### config.mk
export PLATFORM = sky130hd
export DESIGN_NAME = pwm_decode
export DESIGN_NICKNAME = d
export VERILOG_FILES = /design/src/rtl/pwm_decode_pkg.sv /design/src/rtl/edge_sync.sv /design/src/rtl/pwm_decode.sv
export SDC_FILE = /design/constraint.sdc
export NUM_CORES = 1
export LEC_CHECK = 0
export ABC_AREA = 0
export BUFFER_PORTS_ARGS = -buffer_cell sky130_fd_sc_hd__buf_4
export CORE_MARGIN = 2
export CORE_UTILIZATION = 38
export DETAILED_ROUTE_END_ITERATION = 10
export GPL_ROUTABILITY_DRIVEN = 1
export PLACE_DENSITY = 0.54
export SYNTH_ARGS = -nofsm -noshare
export SYNTH_HDL_FRONTEND = slang
export SYNTH_HIERARCHICAL = 1
export SYNTH_SLANG_ARGS = --single-unit
### constraint.sdc
create_clock -name clk_pwm -period 9.6 [get_ports clk_pwm]
set_input_delay 1.92 -clock clk_pwm [delete_from_list [all_inputs] [get_ports clk_pwm]]
set_output_delay 1.92 -clock clk_pwm [all_outputs]
set_load 0.02 [all_outputs]
### src/rtl/pwm_decode_pkg.sv
// Shared constants, state encoding and width helpers for the PWM decoder.
package pwm_decode_pkg;

  // Default geometry of the decoder.
  localparam int unsigned NumBitsDef   = 11;
  localparam int unsigned RangeHDef    = 28;
  localparam int unsigned MinPeriodDef = 16;

  // Width of the decoded output word.
  localparam int unsigned DataW = 48;

  // Number of cycles data_ready is held high after each update.
  localparam int unsigned StretchLen = 4;

  // Counter / difference width for a given resolution (two guard bits).
  function automatic int unsigned cnt_width(int unsigned num_bits);
    return num_bits + 2;
  endfunction

  // Cycles without a valid edge before the input is declared stuck.
  function automatic int unsigned timeout_cycles(int unsigned num_bits);
    return (32'd1 << (num_bits + 1)) - 32'd1;
  endfunction

  localparam int unsigned CntWDef    = cnt_width(NumBitsDef);
  localparam int unsigned TimeoutDef = timeout_cycles(NumBitsDef);

  typedef enum logic [1:0] {
    StIdle = 2'd0,
    StHigh = 2'd1,
    StLow  = 2'd2
  } state_e;

endpackage

### src/rtl/edge_sync.sv
// Two-flop synchronizer, history flop and edge detector for the PWM input.
module edge_sync (
  input  logic clk_pwm,
  input  logic nreset,
  input  logic pwm_in,
  output logic level,
  output logic rise,
  output logic fall
);

  logic       sync1_q, sync1_d;
  logic       sync2_q, sync2_d;
  logic       hist_q, hist_d;
  logic [2:0] warm_q, warm_d;

  // Shift the input through the chain; warm fills with ones after reset.
  always_comb begin
    sync1_d = pwm_in;
    sync2_d = sync1_q;
    hist_d  = sync2_q;
    warm_d  = {warm_q[1:0], 1'b1};
  end

  // Synchronizer, history and warm-up registers.
  always_ff @(posedge clk_pwm or negedge nreset) begin
    if (!nreset) begin
      sync1_q <= 1'b0;
      sync2_q <= 1'b0;
      hist_q  <= 1'b0;
      warm_q  <= '0;
    end else begin
      sync1_q <= sync1_d;
      sync2_q <= sync2_d;
      hist_q  <= hist_d;
      warm_q  <= warm_d;
    end
  end

  // hist_q holds a genuine post-reset sample only once warm_q[2] is set; before that an
  // input already high at reset release would masquerade as a rising edge.
  always_comb begin
    level = sync2_q;
    rise  = warm_q[2] & sync2_q & ~hist_q;
    fall  = warm_q[2] & ~sync2_q & hist_q;
  end

endmodule

### src/rtl/pwm_decode.sv
// Decodes an offset-binary PWM stream into a signed, left-aligned sample word.
// High and low phase lengths are counted; their difference is the sample.
module pwm_decode
  import pwm_decode_pkg::*;
#(
  parameter int unsigned RANGE_H    = RangeHDef,
  parameter int unsigned NUM_BITS   = NumBitsDef,
  parameter int unsigned MIN_PERIOD = MinPeriodDef
) (
  input  logic             clk_pwm,
  input  logic             nreset,
  input  logic             pwm_in,
  output logic [DataW-1:0] data,
  output logic             data_ready,
  output logic             timeout
);

  localparam int unsigned CntW    = cnt_width(NUM_BITS);
  localparam int unsigned SumW    = CntW + 1;
  localparam int unsigned Timeout = timeout_cycles(NUM_BITS);
  // Bit position of the LSB of the difference field inside data.
  localparam int unsigned Lsb     = RANGE_H - NUM_BITS - 1;

  // nreset is asserted asynchronously; its release is expected synchronous to clk_pwm.

  logic level, rise, fall;

  edge_sync u_edge_sync (
    .clk_pwm (clk_pwm),
    .nreset  (nreset),
    .pwm_in  (pwm_in),
    .level   (level),
    .rise    (rise),
    .fall    (fall)
  );

  state_e                 state_q, state_d;
  logic [CntW-1:0]        hi_cnt_q, hi_cnt_d;
  logic [CntW-1:0]        lo_cnt_q, lo_cnt_d;
  logic [CntW-1:0]        idle_cnt_q, idle_cnt_d;
  logic                   smp_vld_q, smp_vld_d;
  logic signed [CntW-1:0] smp_diff_q, smp_diff_d;
  logic                   timeout_q, timeout_d;

  logic [DataW-1:0]       data_q, data_d;
  logic [1:0]             rdy_cnt_q, rdy_cnt_d;
  logic                   data_ready_q, data_ready_d;

  logic [SumW-1:0]        period_sum;
  logic                   tmo_hit;
  logic                   long_enough;
  logic [CntW-1:0]        sat_pos;
  logic [CntW-1:0]        sat_diff;

  // Period length so far, its limits, and the saturated sample for a stuck input.
  always_comb begin
    period_sum  = SumW'(hi_cnt_q) + SumW'(lo_cnt_q);
    tmo_hit     = period_sum >= SumW'(Timeout);
    long_enough = period_sum >= SumW'(MIN_PERIOD);
    sat_pos     = CntW'(Timeout);
    sat_diff    = level ? sat_pos : (~sat_pos + CntW'(1));
  end

  // FSM next state: phase counting, sample generation, glitch rejection and timeout.
  always_comb begin
    state_d    = state_q;
    hi_cnt_d   = hi_cnt_q;
    lo_cnt_d   = lo_cnt_q;
    idle_cnt_d = idle_cnt_q;
    smp_vld_d  = 1'b0;
    smp_diff_d = smp_diff_q;
    timeout_d  = timeout_q;

    if (rise) begin
      timeout_d = 1'b0;
    end

    unique case (state_q)
      StIdle: begin
        hi_cnt_d = '0;
        lo_cnt_d = '0;
        if (rise) begin
          // First partial period: start measuring, never emit from here.
          state_d    = StHigh;
          hi_cnt_d   = CntW'(1);
          idle_cnt_d = '0;
        end else if (fall) begin
          idle_cnt_d = '0;
        end else if (idle_cnt_q >= CntW'(Timeout - 1)) begin
          // Input still stuck: repeat the saturated sample.
          idle_cnt_d = '0;
          smp_vld_d  = 1'b1;
          smp_diff_d = sat_diff;
          timeout_d  = 1'b1;
        end else begin
          idle_cnt_d = idle_cnt_q + CntW'(1);
        end
      end

      StHigh: begin
        if (fall) begin
          state_d  = StLow;
          lo_cnt_d = CntW'(1);
        end else if (tmo_hit) begin
          state_d    = StIdle;
          hi_cnt_d   = '0;
          lo_cnt_d   = '0;
          idle_cnt_d = '0;
          smp_vld_d  = 1'b1;
          smp_diff_d = sat_diff;
          timeout_d  = 1'b1;
        end else begin
          hi_cnt_d = hi_cnt_q + CntW'(1);
        end
      end

      StLow: begin
        if (rise) begin
          // A too-short period is dropped and measurement restarts from this edge.
          state_d  = StHigh;
          hi_cnt_d = CntW'(1);
          lo_cnt_d = '0;
          if (long_enough) begin
            smp_vld_d  = 1'b1;
            smp_diff_d = hi_cnt_q - lo_cnt_q;
          end
        end else if (tmo_hit) begin
          state_d    = StIdle;
          hi_cnt_d   = '0;
          lo_cnt_d   = '0;
          idle_cnt_d = '0;
          smp_vld_d  = 1'b1;
          smp_diff_d = sat_diff;
          timeout_d  = 1'b1;
        end else begin
          lo_cnt_d = lo_cnt_q + CntW'(1);
        end
      end

      default: begin
        state_d    = StIdle;
        hi_cnt_d   = '0;
        lo_cnt_d   = '0;
        idle_cnt_d = '0;
      end
    endcase
  end

  // FSM, counters and staged sample registers.
  always_ff @(posedge clk_pwm or negedge nreset) begin
    if (!nreset) begin
      state_q    <= StIdle;
      hi_cnt_q   <= '0;
      lo_cnt_q   <= '0;
      idle_cnt_q <= '0;
      smp_vld_q  <= 1'b0;
      smp_diff_q <= '0;
      timeout_q  <= 1'b0;
    end else begin
      state_q    <= state_d;
      hi_cnt_q   <= hi_cnt_d;
      lo_cnt_q   <= lo_cnt_d;
      idle_cnt_q <= idle_cnt_d;
      smp_vld_q  <= smp_vld_d;
      smp_diff_q <= smp_diff_d;
      timeout_q  <= timeout_d;
    end
  end

  // Output stage: place the difference field, sign-extend above it, and stretch the
  // strobe so slow consumers can see it. A new sample restarts the stretch.
  always_comb begin
    data_d       = data_q;
    rdy_cnt_d    = rdy_cnt_q;
    data_ready_d = 1'b0;
    if (smp_vld_q) begin
      data_d       = DataW'(smp_diff_q) << Lsb;
      rdy_cnt_d    = 2'(StretchLen - 1);
      data_ready_d = 1'b1;
    end else if (rdy_cnt_q != 2'd0) begin
      rdy_cnt_d    = rdy_cnt_q - 2'd1;
      data_ready_d = 1'b1;
    end
  end

  // Output registers.
  always_ff @(posedge clk_pwm or negedge nreset) begin
    if (!nreset) begin
      data_q       <= '0;
      rdy_cnt_q    <= '0;
      data_ready_q <= 1'b0;
    end else begin
      data_q       <= data_d;
      rdy_cnt_q    <= rdy_cnt_d;
      data_ready_q <= data_ready_d;
    end
  end

  assign data       = data_q;
  assign data_ready = data_ready_q;
  assign timeout    = timeout_q;

endmodule

; ---- After elaboration in Yosys (flattened, before gate mapping)
; Index checks and enable logic that the tools add are counted.
; W data, S select, Z words.
[word_totals]
word_cells = 98
input_bits = 3
regBits = 78
[classes]
bitwise = 6
n_addsub = 6
order_cmp = 3
reduce_logical = 7
n_eq_ne = 11
n_mux = 51
[ops]
columns = operator, count
row1 = $mux W13, 21
row2 = $pmux W13 S3, 3
row3 = $add A13 B1 Y13 const B, 3
row4 = $pmux W13 S2, 1
row5 = $mux W1, 17
row6 = $add A13 B13 Y14, 1
row7 = $ge A14 B12 Y1 const B, 1
row8 = $ge A14 B5 Y1 const B, 1
row9 = $ge A13 B12 Y1 const B, 1
row10 = $sub A13 B13 Y13, 1
row11 = $mux W2, 6
row12 = $ne A2 B2 Y1 const B, 6
row13 = $ne A3 B3 Y1 const B, 3
row14 = $pmux W1 S3, 2
row15 = $pmux W2 S3, 1
row16 = $reduce_and A6 Y1, 1
row17 = $and A1 B1 Y1, 4
row18 = $reduce_and A2 Y1, 2
row19 = $reduce_bool A2 Y1, 2
row20 = $reduce_bool A3 Y1, 1
row21 = $eq A2 B1 Y1 const B, 1
row22 = $eq A2 B2 Y1 const B, 1
row23 = $logic_not A2 Y1, 1
row24 = $not A1 Y1, 2
row25 = $sub A2 B1 Y2 const B, 1

; ---- Longest topological paths before layout
[depth]
word_depth = 7
depth_mapped = 15

; ---- Modules after synthesis
; The synthesis kept the hierarchy.
[by_module_without_submodules]
columns = mod, area_each_um2, seq_area_each_um2, n_inst, cells_each
row1 = pwm_decode, 5610.4, 1801.7, 1, 670
row2 = edge_sync, 171.4, 150.1, 1, 9

; ---- Worst setup path after synthesis
; No wires, ideal clock.
[synth_timing]
path_kind = reg-to-reg
startpoint = reg lo_cnt_q[0]
endpoint = reg smp_diff_q[0]
slack_ps = 6458
path_buffers = 1
setup_time_ps = 126
t_required_ps = 9474
stages_incl_launch_ff = 14
t_arrival_ps = 3016
path_cell_list = dfrtp_1 > ha_1 > inv_1 > fa_1 > nor2_1 > o211ai_1 > a21o_1 > a211oi_1 > and3_1 > nand4_1 > nand2_1 > clkbuf_1 > nor2_1 > o32a_1
[synth_via]
elab_chain_len = 5
elab_cells_between_ends = 11
[synth_rtl]
columns = item, line_no
row1 = start: declaration, pwm_decode.sv:39  ; logic [CntW-1:0] lo_cnt_q, lo_cnt_d;
row2 = start signal: assignment, pwm_decode.sv:162  ; lo_cnt_q <= lo_cnt_d;
row3 = $add A13 B13 Y14, pwm_decode.sv:57  ; period_sum = SumW'(hi_cnt_q) + SumW'(lo_cnt_q);
row4 = $ge A14 B12 Y1, pwm_decode.sv:58  ; tmo_hit = period_sum >= SumW'(Timeout);
row5 = $mux W13, n/a
row6 = $mux W13 (on tied branches), n/a
row7 = $pmux W13 S3, pwm_decode.sv:78  ; unique case (state_q)
row8 = end signal: assignment, pwm_decode.sv:165  ; smp_diff_q <= smp_diff_d;
row9 = end: declaration, pwm_decode.sv:42  ; logic signed [CntW-1:0] smp_diff_q, smp_diff_d;
; Several ways; a longest one is shown, not always the timed one. The select of a mux whose other input is x is not followed.
; A chain may end at the register's enable or synchronous reset.

; ---- Worst setup path after layout
[layout_timing]
startpoint = reg lo_cnt_q[0]
endpoint = reg hi_cnt_q[2]
[layout_via]
elab_chain_len = 5
elab_cells_between_ends = 7
[layout_rtl]
columns = item, line_no
row1 = $add A13 B13 Y14 (*), pwm_decode.sv:57
row2 = $ge A14 B12 Y1 (*), pwm_decode.sv:58
row3 = $mux W13, pwm_decode.sv:104  ; end else if (tmo_hit) begin
row4 = $mux W13, pwm_decode.sv:101  ; if (fall) begin
row5 = $pmux W13 S3, pwm_decode.sv:78
row6 = end signal: assignment, pwm_decode.sv:161  ; hi_cnt_q <= hi_cnt_d;
row7 = end: declaration, pwm_decode.sv:38  ; logic [CntW-1:0] hi_cnt_q, hi_cnt_d;
; Mark *: on every way between the ends. The rest lies on a longest branch, timed or not. The select of a mux whose other input is x is not followed.

==> qor.txt <==
status -> completed
post-synth cell types -> 73
# hold bufs at CTS -> 0
skew final -> 0.00999 ns
overall routed net length -> 14.6 mm
clk_lat worst skew -> 0.34 ns
Slowest cell on crit path -> nor3_1
Seq/Total Area, Yosys -> 33.8%
Worst Hold End -> u_edge_sync/warm_q[1]
Post-DRT Antenna Nets -> 0
worst path cell trace -> ha_1 > inv_1 > fa_1 > nor2_1 > o211ai_1 > a211oi_1 > o221ai_1 > o21bai_2 > o41ai_4 > buf_4 > nor3_1 > a21oi_1 > mux2i_1
post-CTS setup buffer count -> 0
slowest stage delay, CP -> 0.95 ns
required time worst endpoint -> 9.86 ns
CP Max Fanout -> 39
mapped cell area -> 5780 um^2
power per cell area -> 244 nW/um^2
Startpoint Class -> register
Synthesis Warnings -> 6
setup_tns -> 0 ns
register area -> 1950 um^2
dpl hpwl -> 10.8 mm
cell taking the most area after synthesis -> dfrtp_1
number of gates resized after cts -> 0
cts bufs inserted -> 9
max-cap viol count -> 0
Placement Setup Slack -> 5.32 ns
Post-Syn Area per Cell -> 8.52 um^2
final setup fails -> 0
asr flop ratio synth -> 100%
R2R Path Start -> lo_cnt_q[0]
Vias/cell -> 5.62
switching pwr -> 0.645 mW
gpl congestion -> 0.865
EDFF count, synth -> 0
Top Ports -> 53
period utilisation layout -> 45.2%
Critical path buffers and inverters -> 2
FF-to-FF End -> hi_cnt_q[2]
cells after synthesis -> 679
Initial DRC Count -> 359
ANT cells -> 0
Post-synth top flop -> dfrtp_1
commonest non-fill, non-tap cell in the layout -> dfrtp_1
Worst-Margin Slew -> 1.19 ns
Vias -> 4898
crit end category -> register
Root Buffer -> clkbuf_16
Clock Pin Slew Worst Setup and Hold Paths -> 0.06 ns
Core Box Area -> 15000 um^2
critical path type -> register to register
FP Rows -> 45
Multi-input gate area -> 3300 um^2
CP Data Arrival Time -> 4.60 ns
hold path start -> u_edge_sync/warm_q[0]
setup slack after layout -> 5.26 ns
Worst R2R Path Depth -> 13
Max VDD drop -> 0.0892 mV
Max Fclk -> 0.230 GHz
most frequent cells in the layout -> dfrtp_1 (78), nor2_1 (70), o21ai_0 (49)
port buffer count -> 36
largest net degree at the start of global routing -> 76
layout cells sized above 1 -> 11.8%
synth top area cells -> dfrtp_1 (34%), ha_1 (7.6%), buf_4 (4.7%), nor2_1 (4.5%), o21ai_0 (4.2%)
worst hold path depth -> 0
Final Critical Period -> 4.34 ns
GRT Total Usage -> 18.4%
total global routing overflow -> 0
Slew HR -> 20.3%
Logic pwr share -> 48.3%
Die Ht -> 127 um
WL/cell -> 16.7 um
Initial Util -> 38.5%
TritonCTS clock tree -> built
Final Max Tran Viols -> 0
internal power -> 0.875 mW
RSZ-0062 raised after global routing -> false
final net count -> 719
area grow syn2layout -> 7.90%
Synth Register Bits -> 78
full die area -> 16200 um^2
Worst path top cell family by delay -> compound AO/OA/AOI/OAI gates
first-pass GRT wire length -> 23.7 mm
DR DRC count -> 0
Seq pwr share -> 29.6%
clk sinks -> 78
reg2reg setup slack -> 5.26 ns
Die X-Extent -> 127 um
vias in the first global route -> 4546
H-tree depth -> 3
Lkg Pwr -> 2.98 nW
hold crit path type -> register to register
FILL cells -> 1493
Clock power frac -> 22.0%
TritonRoute pass-1 iters -> 5
initial antenna violation count -> 0
Crit path depth -> 13
Clock Tree Buf Depth -> 2
Yosys top cell area share -> 33.8%
critical path launch point -> lo_cnt_q[0]
Fin. Hold Viols -> 0
switching share of power -> 42.4%
## through the flow
stage	utilization (%)	instances	hold WS [ns]	cell area, um^2	total power, mW
final	41.5	872	0.346	6240	1.52
after global placement	39.6	856	0.332	5950	1.18
after CTS	41.5	872	0.349	6240	1.53
after floorplan	-	694	0.331	5840	1.02
after global routing	41.5	872	0.351	6240	1.63
after detailed placement	39.6	856	0.336	5950	1.19
## cells by family after synthesis
logic type,Yosys count,synth area share [%]
xor gates and xnor gates,13,1.97
buffers and inverters,111,10.2
adders and majority gates,37,8.27
muxes,16,3.05
other,2,0.130
DFF,78,33.8
AOI/OAI and AO/OA,183,21.6
and+or+nand+nor,239,21.1
## worst max path at each step
stage / endpoint / slack, ns
after global placement: hi_cnt_q[8] / 5.35
final: hi_cnt_q[2] / 5.26
after CTS: hi_cnt_q[8] / 5.29
after detailed placement: hi_cnt_q[8] / 5.32
after floorplan: smp_diff_q[0] / 6.46
after global routing: hi_cnt_q[8] / 4.80
## power by group through the flow
| stage | sequential (mW) | clock, mW | combinational [mW] |
|---|---|---|---|
| 2_1_floorplan | 0.455 | 0 | 0.567 |
| 3_3_place_gp | 0.454 | 0 | 0.723 |
| 3_5_place_dp | 0.456 | 0 | 0.731 |
| 4_1_cts | 0.451 | 0.346 | 0.734 |
| 5_1_grt | 0.459 | 0.358 | 0.817 |
| 6_report | 0.451 | 0.335 | 0.735 |
## flip-flops by register name, summed over array words and instances, names as in the netlist, 2 cells and up
name,count
smp_diff_q,13
data,13
idle_cnt_q,13
state_q,2
rdy_cnt_q,2
hi_cnt_q,13
lo_cnt_q,13
u_edge_sync/warm_q,3
## synthesized netlist by cell type, types with 4 or more instances
| master | n |
|---|---|
| a211oi_1 | 8 |
| a21o_1 | 9 |
| a21oi_1 | 37 |
| a22o_1 | 6 |
| a22oi_1 | 6 |
| a2bb2oi_1 | 4 |
| a31oi_1 | 5 |
| and3_1 | 18 |
| buf_2 | 6 |
| buf_4 | 36 |
| buf_6 | 4 |
| clkbuf_1 | 17 |
| dfrtp_1 | 78 |
| ha_1 | 35 |
| inv_1 | 47 |
| mux2_2 | 13 |
| nand2_1 | 37 |
| nand2b_1 | 19 |
| nand3_1 | 24 |
| nand4_1 | 6 |
| nor2_1 | 70 |
| nor2b_1 | 9 |
| nor3_1 | 19 |
| nor3b_1 | 6 |
| nor4_1 | 7 |
| o21ai_0 | 49 |
| o21ai_1 | 4 |
| o21bai_1 | 6 |
| o31ai_1 | 6 |
| or2_2 | 6 |
| or3_1 | 5 |
| xnor2_1 | 10 |
## cell type report
class,instances,area share (%)
multi-input cells,505,52.8
repair buffers,38,4.57
flip-flops and latches,78,31.3
clock buffers,11,3.73
inverters,47,2.83
well taps,188,3.77
clock inverters,5,0.963
## per-layer routing
| metal | vias to the layer above | track usage, % | part of all wire [%] |
|---|---|---|---|
| met1 | 2352 | 24.6 | 46 |
| met4 | 0 | 6.21 | 2.1 |
| met2 | 157 | 29.6 | 47 |
| met3 | 23 | 4.06 | 4.8 |
| li1 | 2366 | - | - |
| met5 | - | 0 | 0 |
No activity file was read; power rests on OpenSTA's default activity.
